==> config.mk <==
export PLATFORM = sky130hd
export DESIGN_NAME = mem_access_sequencer
export DESIGN_NICKNAME = d
export VERILOG_FILES = /design/src/rtl/memory_modes_pkg.sv /design/src/rtl/mem_access_sequencer_pkg.sv /design/src/rtl/mem_seq_wait_counter.sv /design/src/rtl/mem_access_sequencer.sv
export SDC_FILE = /design/constraint.sdc
export NUM_CORES = 1
export LEC_CHECK = 0
export CAP_MARGIN = 40
export CORE_MARGIN = 4
export CORE_UTILIZATION = 49
export DETAILED_ROUTE_END_ITERATION = 7
export PLACE_DENSITY = 0.88
export REMOVE_ABC_BUFFERS = 1
export SLEW_MARGIN = 20
export SYNTH_ARGS = -nofsm -noshare
export SYNTH_HDL_FRONTEND = slang
export SYNTH_SLANG_ARGS = --single-unit
export TNS_END_PERCENT = 20
==> constraint.sdc <==
create_clock -name clk_i -period 2.6 [get_ports clk_i]
set_input_delay 0.26 -clock clk_i [delete_from_list [all_inputs] [get_ports clk_i]]
set_output_delay 0.26 -clock clk_i [all_outputs]
set_load 0.01 [all_outputs]
==> src/rtl/memory_modes_pkg.sv <==
// Read/write mode encodings shared by the processor memory interface and its loaders.
package memory_modes_pkg;

   typedef enum logic [2:0] {
      RwByte             = 3'd0,
      RwHalfWord         = 3'd1,
      RwWord             = 3'd2,
      RwByteUnsigned     = 3'd3,
      RwHalfWordUnsigned = 3'd4,
      RwNone             = 3'd7
   } rw_mode_e;

endpackage

==> src/rtl/mem_access_sequencer_pkg.sv <==
// Command opcodes, sequencer states and counter width for mem_access_sequencer.
package mem_access_sequencer_pkg;
   import memory_modes_pkg::*;

   localparam int unsigned MEM_SEQ_CNT_W = 8;

   typedef enum logic [1:0] {
      OpWrite = 2'd0,
      OpRead  = 2'd1,
      OpRun   = 2'd2,
      OpHalt  = 2'd3
   } mem_seq_op_e;

   typedef enum logic [2:0] {
      StHalted = 3'd0,
      StRun    = 3'd1,
      StSettle = 3'd2,
      StWrite  = 3'd3,
      StRead   = 3'd4,
      StResp   = 3'd5
   } mem_seq_state_e;

   function automatic logic mode_is_none(input logic [2:0] mode);
      return mode == RwNone;
   endfunction

endpackage

==> src/rtl/mem_seq_wait_counter.sv <==
// Loadable down-counter shared by the settle, write-hold and read-latency waits.
module mem_seq_wait_counter
   import mem_access_sequencer_pkg::*;
#(
   parameter int unsigned Width = MEM_SEQ_CNT_W
) (
   input  logic             clk_i,
   input  logic             rst_ni,
   input  logic             load_i,
   input  logic [Width-1:0] load_val_i,
   output logic             done_o,
   output logic             last_o
);

   logic [Width-1:0] cnt_q, cnt_d;

   always_comb begin
      cnt_d = cnt_q;
      if (load_i) begin
         cnt_d = load_val_i;
      end else if (cnt_q != '0) begin
         cnt_d = cnt_q - 1'b1;
      end
   end

   always_ff @(posedge clk_i or negedge rst_ni) begin
      if (!rst_ni) begin
         cnt_q <= '0;
      end else begin
         cnt_q <= cnt_d;
      end
   end

   assign done_o = (cnt_q == '0);
   assign last_o = (cnt_q == Width'(1));

endmodule

==> src/rtl/mem_access_sequencer.sv <==
// Sequences loader commands onto the processor memory port with pause/settle handling.
// Optional MEM_SEQ_CHECKSUM_EN adds a running sum of performed write data.
module mem_access_sequencer
   import memory_modes_pkg::*;
   import mem_access_sequencer_pkg::*;
#(
   parameter int unsigned PAUSE_SETTLE = 4,
   parameter int unsigned WRITE_HOLD   = 1,
   parameter int unsigned READ_LATENCY = 1
) (
   input  logic        clk_i,
   input  logic        rst_ni,
   input  logic        cmd_valid_i,
   output logic        cmd_ready_o,
   input  logic [1:0]  cmd_op_i,
   input  logic [31:0] cmd_addr_i,
   input  logic [31:0] cmd_data_i,
   input  logic [2:0]  cmd_mode_i,
   output logic        rsp_valid_o,
   input  logic        rsp_ready_i,
   output logic [31:0] rsp_data_o,
   output logic        pause_o,
   output logic        externalMemoryControl_o,
   output logic [31:0] externalAddress_o,
   output logic [31:0] externalData_o,
   output logic [2:0]  externalReadMode_o,
   output logic [2:0]  externalWriteMode_o,
   input  logic [31:0] externalDataOut_i,
   output logic        running_o
`ifdef MEM_SEQ_CHECKSUM_EN
   ,
   output logic [31:0] checksum_o
`endif
);

   localparam int unsigned CntW = MEM_SEQ_CNT_W;
   localparam logic [CntW-1:0] SettleLoad = CntW'(PAUSE_SETTLE - 1);
   localparam logic [CntW-1:0] HoldLoad   = CntW'(WRITE_HOLD);
   localparam logic [CntW-1:0] LatLoad    = CntW'(READ_LATENCY);

   mem_seq_state_e state_q, state_d;
   logic           pause_q, pause_d;
   logic           emc_q, emc_d;
   logic [31:0]    addr_q, addr_d;
   logic [31:0]    wdata_q, wdata_d;
   logic [2:0]     rmode_q, rmode_d;
   logic [2:0]     wmode_q, wmode_d;
   logic           rsp_valid_q, rsp_valid_d;
   logic [31:0]    rsp_data_q, rsp_data_d;

   mem_seq_op_e    op_q;
   logic [31:0]    cmd_addr_q;
   logic [31:0]    cmd_data_q;
   logic [2:0]     cmd_mode_q;

   mem_seq_op_e    cmd_op;
   logic           cmd_fire;
   logic           start;
   mem_seq_op_e    st_op;
   logic [31:0]    st_addr;
   logic [31:0]    st_data;
   logic [2:0]     st_mode;

   logic            cnt_load;
   logic [CntW-1:0] cnt_load_val;
   logic            cnt_done;
   logic            cnt_last;

`ifdef MEM_SEQ_CHECKSUM_EN
   logic [31:0] checksum_q, checksum_d;
`endif

   assign cmd_op      = mem_seq_op_e'(cmd_op_i);
   assign cmd_ready_o = (state_q == StHalted) || (state_q == StRun);
   assign running_o   = (state_q == StRun);
   assign cmd_fire    = cmd_valid_i && cmd_ready_o;

   // Only SETTLE launches from the latched copy; HALTED launches straight off the inputs.
   assign st_op   = (state_q == StSettle) ? op_q       : cmd_op;
   assign st_addr = (state_q == StSettle) ? cmd_addr_q : cmd_addr_i;
   assign st_data = (state_q == StSettle) ? cmd_data_q : cmd_data_i;
   assign st_mode = (state_q == StSettle) ? cmd_mode_q : cmd_mode_i;

   mem_seq_wait_counter #(
      .Width (CntW)
   ) u_wait_counter (
      .clk_i      (clk_i),
      .rst_ni     (rst_ni),
      .load_i     (cnt_load),
      .load_val_i (cnt_load_val),
      .done_o     (cnt_done),
      .last_o     (cnt_last)
   );

   always_comb begin
      state_d      = state_q;
      pause_d      = pause_q;
      emc_d        = emc_q;
      addr_d       = addr_q;
      wdata_d      = wdata_q;
      rmode_d      = rmode_q;
      wmode_d      = wmode_q;
      rsp_valid_d  = rsp_valid_q;
      rsp_data_d   = rsp_data_q;
      cnt_load     = 1'b0;
      cnt_load_val = '0;
      start        = 1'b0;
`ifdef MEM_SEQ_CHECKSUM_EN
      checksum_d   = checksum_q;
`endif

      unique case (state_q)
         StHalted: begin
            if (cmd_fire) begin
               unique case (cmd_op)
                  OpWrite, OpRead: start = 1'b1;
                  OpRun: begin
                     state_d = StRun;
                     pause_d = 1'b0;
                     emc_d   = 1'b0;
                  end
                  OpHalt: begin
`ifdef MEM_SEQ_CHECKSUM_EN
                     checksum_d = '0;
`endif
                  end
               endcase
            end
         end
         StRun: begin
            if (cmd_fire && cmd_op != OpRun) begin
               state_d      = StSettle;
               pause_d      = 1'b1;
               cnt_load     = 1'b1;
               cnt_load_val = SettleLoad;
            end
         end
         StSettle: begin
            if (cnt_done) begin
               emc_d = 1'b1;
               start = 1'b1;
            end
         end
         StWrite: begin
            if (cnt_last) begin
               wmode_d = RwNone;
               rmode_d = RwNone;
            end
            if (cnt_done) begin
               state_d = StHalted;
            end
         end
         StRead: begin
            if (cnt_done) begin
               rsp_data_d  = externalDataOut_i;
               rsp_valid_d = 1'b1;
               rmode_d     = RwNone;
               wmode_d     = RwNone;
               state_d     = StResp;
            end
         end
         StResp: begin
            if (rsp_ready_i) begin
               rsp_valid_d = 1'b0;
               state_d     = StHalted;
            end
         end
         default: state_d = StHalted;
      endcase

      // HALT from RUN arrives here with nothing to perform and simply parks in HALTED.
      if (start) begin
         unique case (st_op)
            OpWrite: begin
               if (mode_is_none(st_mode)) begin
                  state_d = StHalted;
               end else begin
                  state_d      = StWrite;
                  addr_d       = st_addr;
                  wdata_d      = st_data;
                  wmode_d      = st_mode;
                  rmode_d      = RwNone;
                  cnt_load     = 1'b1;
                  cnt_load_val = HoldLoad;
`ifdef MEM_SEQ_CHECKSUM_EN
                  checksum_d   = checksum_q + st_data;
`endif
               end
            end
            OpRead: begin
               if (mode_is_none(st_mode)) begin
                  state_d     = StResp;
                  rsp_valid_d = 1'b1;
                  rsp_data_d  = '0;
               end else begin
                  state_d      = StRead;
                  addr_d       = st_addr;
                  rmode_d      = st_mode;
                  wmode_d      = RwNone;
                  cnt_load     = 1'b1;
                  cnt_load_val = LatLoad;
               end
            end
            default: state_d = StHalted;
         endcase
      end
   end

   always_ff @(posedge clk_i or negedge rst_ni) begin
      if (!rst_ni) begin
         state_q     <= StHalted;
         pause_q     <= 1'b1;
         emc_q       <= 1'b1;
         addr_q      <= '0;
         wdata_q     <= '0;
         rmode_q     <= RwNone;
         wmode_q     <= RwNone;
         rsp_valid_q <= 1'b0;
         rsp_data_q  <= '0;
      end else begin
         state_q     <= state_d;
         pause_q     <= pause_d;
         emc_q       <= emc_d;
         addr_q      <= addr_d;
         wdata_q     <= wdata_d;
         rmode_q     <= rmode_d;
         wmode_q     <= wmode_d;
         rsp_valid_q <= rsp_valid_d;
         rsp_data_q  <= rsp_data_d;
      end
   end

   always_ff @(posedge clk_i or negedge rst_ni) begin
      if (!rst_ni) begin
         op_q       <= OpHalt;
         cmd_addr_q <= '0;
         cmd_data_q <= '0;
         cmd_mode_q <= RwNone;
      end else if (cmd_fire) begin
         op_q       <= cmd_op;
         cmd_addr_q <= cmd_addr_i;
         cmd_data_q <= cmd_data_i;
         cmd_mode_q <= cmd_mode_i;
      end
   end

`ifdef MEM_SEQ_CHECKSUM_EN
   always_ff @(posedge clk_i or negedge rst_ni) begin
      if (!rst_ni) begin
         checksum_q <= '0;
      end else begin
         checksum_q <= checksum_d;
      end
   end

   assign checksum_o = checksum_q;
`endif

   assign pause_o                 = pause_q;
   assign externalMemoryControl_o = emc_q;
   assign externalAddress_o       = addr_q;
   assign externalData_o          = wdata_q;
   assign externalReadMode_o      = rmode_q;
   assign externalWriteMode_o     = wmode_q;
   assign rsp_valid_o             = rsp_valid_q;
   assign rsp_data_o              = rsp_data_q;

endmodule

==> results.sh, run 1 <==
export IMPL_clk_pin_slew_ns=0.07
export IMPL_cellPowerDensity_nw_per_um2=1192
export IMPL_instances_no_fill=1268
export IMPL_p_sw_w=0.004583
export IMPL_hpwl_um=13810
export IMPL_htree_levels=4
export IMPL_seq_area_um2=4646
export IMPL_worstMarginPinSlew_ns=0.7952
export IMPL_async_flop_share_pct=100.0
export IMPL_wl_per_cell_um=15.67
export IMPL_multi_input_area_um2=3134
export IMPL_fin_area_um2=11060
export IMPL_netlist_top_cells_area="dfrtp_1 54%, nand2_1 16%, mux2i_1 8.3%"
export IMPL_ant_nets=0
export IMPL_ctsRootBufferMaster="clkbuf_16"
export IMPL_core_um2=16000
export IMPL_track_usage_pct=22.22
export IMPL_worstSetupPathType="flop to output port"
export IMPL_synth_area_um2=8038
export IMPL_die_height_um=136.1
export IMPL_hold_violations=0
export IMPL_num_io_pins=212
export IMPL_cts_resized=0
export IMPL_p_leak_nw=5.061
export IMPL_place_area_um2=10430
export IMPL_critPathArrivalTime_ns=2.15
export IMPL_drtPass1Iterations=5
export IMPL_fin_tns_setup_ns=0
export IMPL_start_kind="flop"
export IMPL_required_ns=2.34
export IMPL_gp_congestion=0.8623
export IMPL_synth_warnings=0
export IMPL_max_freq_mhz=415.3
export IMPL_cap_viol_max_count=0
export IMPL_pwr_share_seq_pct=38.7
export IMPL_drcViolationCount=0
export IMPL_critPathCaptureType="output port"
export IMPL_ys_ff_latch=185
export IMPL_post_cts_buffers=0
export IMPL_synth_top_cell_area_share_pct=53.55
export IMPL_cts_tree="yes"
export IMPL_final_common_cell="nand2_1"
export IMPL_drive_above_1_share_pct=8.365
export IMPL_maxSlewViolCount=0
export IMPL_layout_common_cells="349 x nand2_1, 210 x clkdlybuf4s50_1, 172 x dfrtp_1"
export IMPL_grt_max_degree=67
export IMPL_grt_pass1_vias=6730
export IMPL_postCtsHoldBufs=1
export IMPL_max_slew_margin_pct=45.61
export IMPL_min_path_type="primary input to flop"
export IMPL_grt_antenna_before_repair=0
export IMPL_die_x_um=136.1
export IMPL_clock_sinks=185
export IMPL_fillers=1191
export IMPL_holdWs_ns=0.3803
export IMPL_synthToLayoutAreaGrowth_pct=37.58
export IMPL_port_buffers=211
export IMPL_cts_made_buffers=17
export IMPL_period_share_pct=92.62
export IMPL_cts_max_path_buffers=2
export IMPL_p_sw_share_pct=34.76
export IMPL_synth_top_area_cell="dfrtp_1"
export IMPL_yosysUniqueCellTypes=51
export IMPL_overflow=0
export IMPL_combPwrFrac_pct=41.0
export IMPL_setup_violations=0
export IMPL_max_stage_delay_ns=0.61
export IMPL_crit_chain="buf_4, nand2b_1, nor2_1, clkdlybuf4s50_1"
export IMPL_clk_insertion_delay_late_ns=0.42
export IMPL_fin_skew_ns=0.01160
export IMPL_synthCells=840
export IMPL_synth_area_per_cell_um2=9.569
export IMPL_slowest_stage="clkdlybuf4s50_1"
export IMPL_ys_flop_type="dfrtp_1"
export IMPL_start_util_pct=50.23
export IMPL_nets=1147
export IMPL_rsz0062_at_grt="no"
export IMPL_p_int_w=0.008602
export IMPL_num_rows=46
export IMPL_dp_cells=1235
export IMPL_outcome="finished clean"
export IMPL_diodes=0
export IMPL_grt_pass1_wl_um=32890
export IMPL_drt_total_wl_um=19870
export IMPL_clockPowerShare_pct=20.3
export IMPL_synth_edf_count=0
export IMPL_die_area_um2=18520
export IMPL_period_minus_slack_ns=2.408
export IMPL_vias=6592
export IMPL_drt_iter0_drc=441
export IMPL_seq_area_frac_synth_pct=57.80
export IMPL_path_max_fanout=9
export IMPL_via_per_inst=5.199
export IMPL_ir_drop_uv=607.5
## synth_stat cells, types with 2 or more instances
| library cell | count |
|---|---|
| nand3_1 | 3 |
| o21ai_1 | 44 |
| inv_1 | 6 |
| clkbuf_1 | 28 |
| nand2_1 | 349 |
| a2bb2oi_1 | 6 |
| a21boi_0 | 2 |
| ha_1 | 3 |
| xnor2_1 | 5 |
| buf_1 | 2 |
| dfrtp_1 | 172 |
| o21ai_2 | 7 |
| dfstp_2 | 13 |
| buf_2 | 13 |
| nor4_1 | 2 |
| nor3b_1 | 2 |
| nor2_1 | 11 |
| nor2b_1 | 3 |
| nand2b_1 | 4 |
| mux2i_1 | 67 |
| a21oi_1 | 36 |
| nor3_1 | 5 |
| o21ai_0 | 21 |
| buf_6 | 8 |
| or2_2 | 2 |
## final timing paths
| path | from | end | slack (ns) | depth (start not counted) |
|---|---|---|---|---|
| setup / recovery | state_q[0] | running_o | 0.19 | 4 |
| hold / removal | externalDataOut_i[6] | rsp_data_o[6] | 0.38 | 3 |
| setup reg to reg | u_wait_counter.cnt_q[0] | externalAddress_o[6] | 0.28 | 8 |
| hold reg to reg | cmd_mode_q[0] | cmd_mode_q[0] | 0.46 | 2 |
| max in group asynchronous | rst_ni | cmd_mode_q[2] | 1.44 | 3 |
| min in group asynchronous | rst_ni | rsp_data_o[23] | 0.41 | 2 |
## area by class of cell
cell class	instances	share of cell area, %
flip-flops and latches	185	42.01
multi-input cells	598	28.34
repair buffers	231	21.40
clock buffers	20	4.130
well taps	216	2.444
clock inverters	12	1.471
inverters	6	0.2037
## power by group through the flow
stage	clock, W	combinational [W]	sequential, W
global route	0.00284	0.00596	0.00529
CTS	0.00272	0.00548	0.00511
finish	0.00267	0.00541	0.00511
detailed placement	0	0.00544	0.00514
global placement	0	0.00523	0.00509
floorplan	0	0.00233	0.00538
## registers in the layout, summed over array words and instances, names as in the netlist
signal                   cells
cmd_data_q                  32
cmd_mode_q                   3
externalWriteMode_o          3
state_q                      3
rsp_valid_o                  1
externalData_o              32
cmd_addr_q                  32
externalMemoryControl_o      1
externalAddress_o           32
pause_o                      1
op_q                         2
rsp_data_o                  32
u_wait_counter.cnt_q         8
externalReadMode_o           3
## kinds of logic (layout without fill, tap and decap cells)
| logic type | Yosys count | after routing | synth area share (%) |
|---|---|---|---|
| compound gates | 127 | 127 | 9.091 |
| fa+ha+maj | 3 | 3 | 0.4670 |
| simple gates | 395 | 395 | 20.03 |
| flops | 185 | 185 | 57.80 |
| xor+xnor | 6 | 6 | 0.6538 |
| buf+inv | 57 | 269 | 3.611 |
| mux | 67 | 67 | 8.344 |
## per-stage QoR
step                setup slack [ns]  power, W  util (%)
detailed placement            0.1816   0.01057     65.18
floorplan                     -8.781  0.007704         -
CTS                           0.2467   0.01332     69.11
finish                        0.1919   0.01318     69.11
global placement              0.2019   0.01033     65.18
global route                  0.1407   0.01410     69.11
## worst max-delay path: cells and delay by family, from the launching register on
kind,cells,cell delay (ns)
buf+inv,2,0.83
flops,1,0.55
simple gates,2,0.35
## per-layer routing
| metal | routed length [um] | GRT usage (%) | vias up | part of all wire [%] |
|---|---|---|---|---|
| met5 | 0 | 0 | - | 0 |
| met3 | 1492 | 6.107 | 32 | 7.5 |
| met1 | 8276 | 28.48 | 3169 | 42 |
| met2 | 9749 | 37.04 | 233 | 49 |
| li1 | - | - | 3158 | - |
| met4 | 353 | 6.663 | 0 | 1.8 |
Power figures use the tool's default switching activity.
==> inputs of run 2 (changes only) <==
CAP_MARGIN = 30   (was 40)
==> results of run 2 <==
Same layout as run 1: the final DEF is identical, and so are final timing and power.
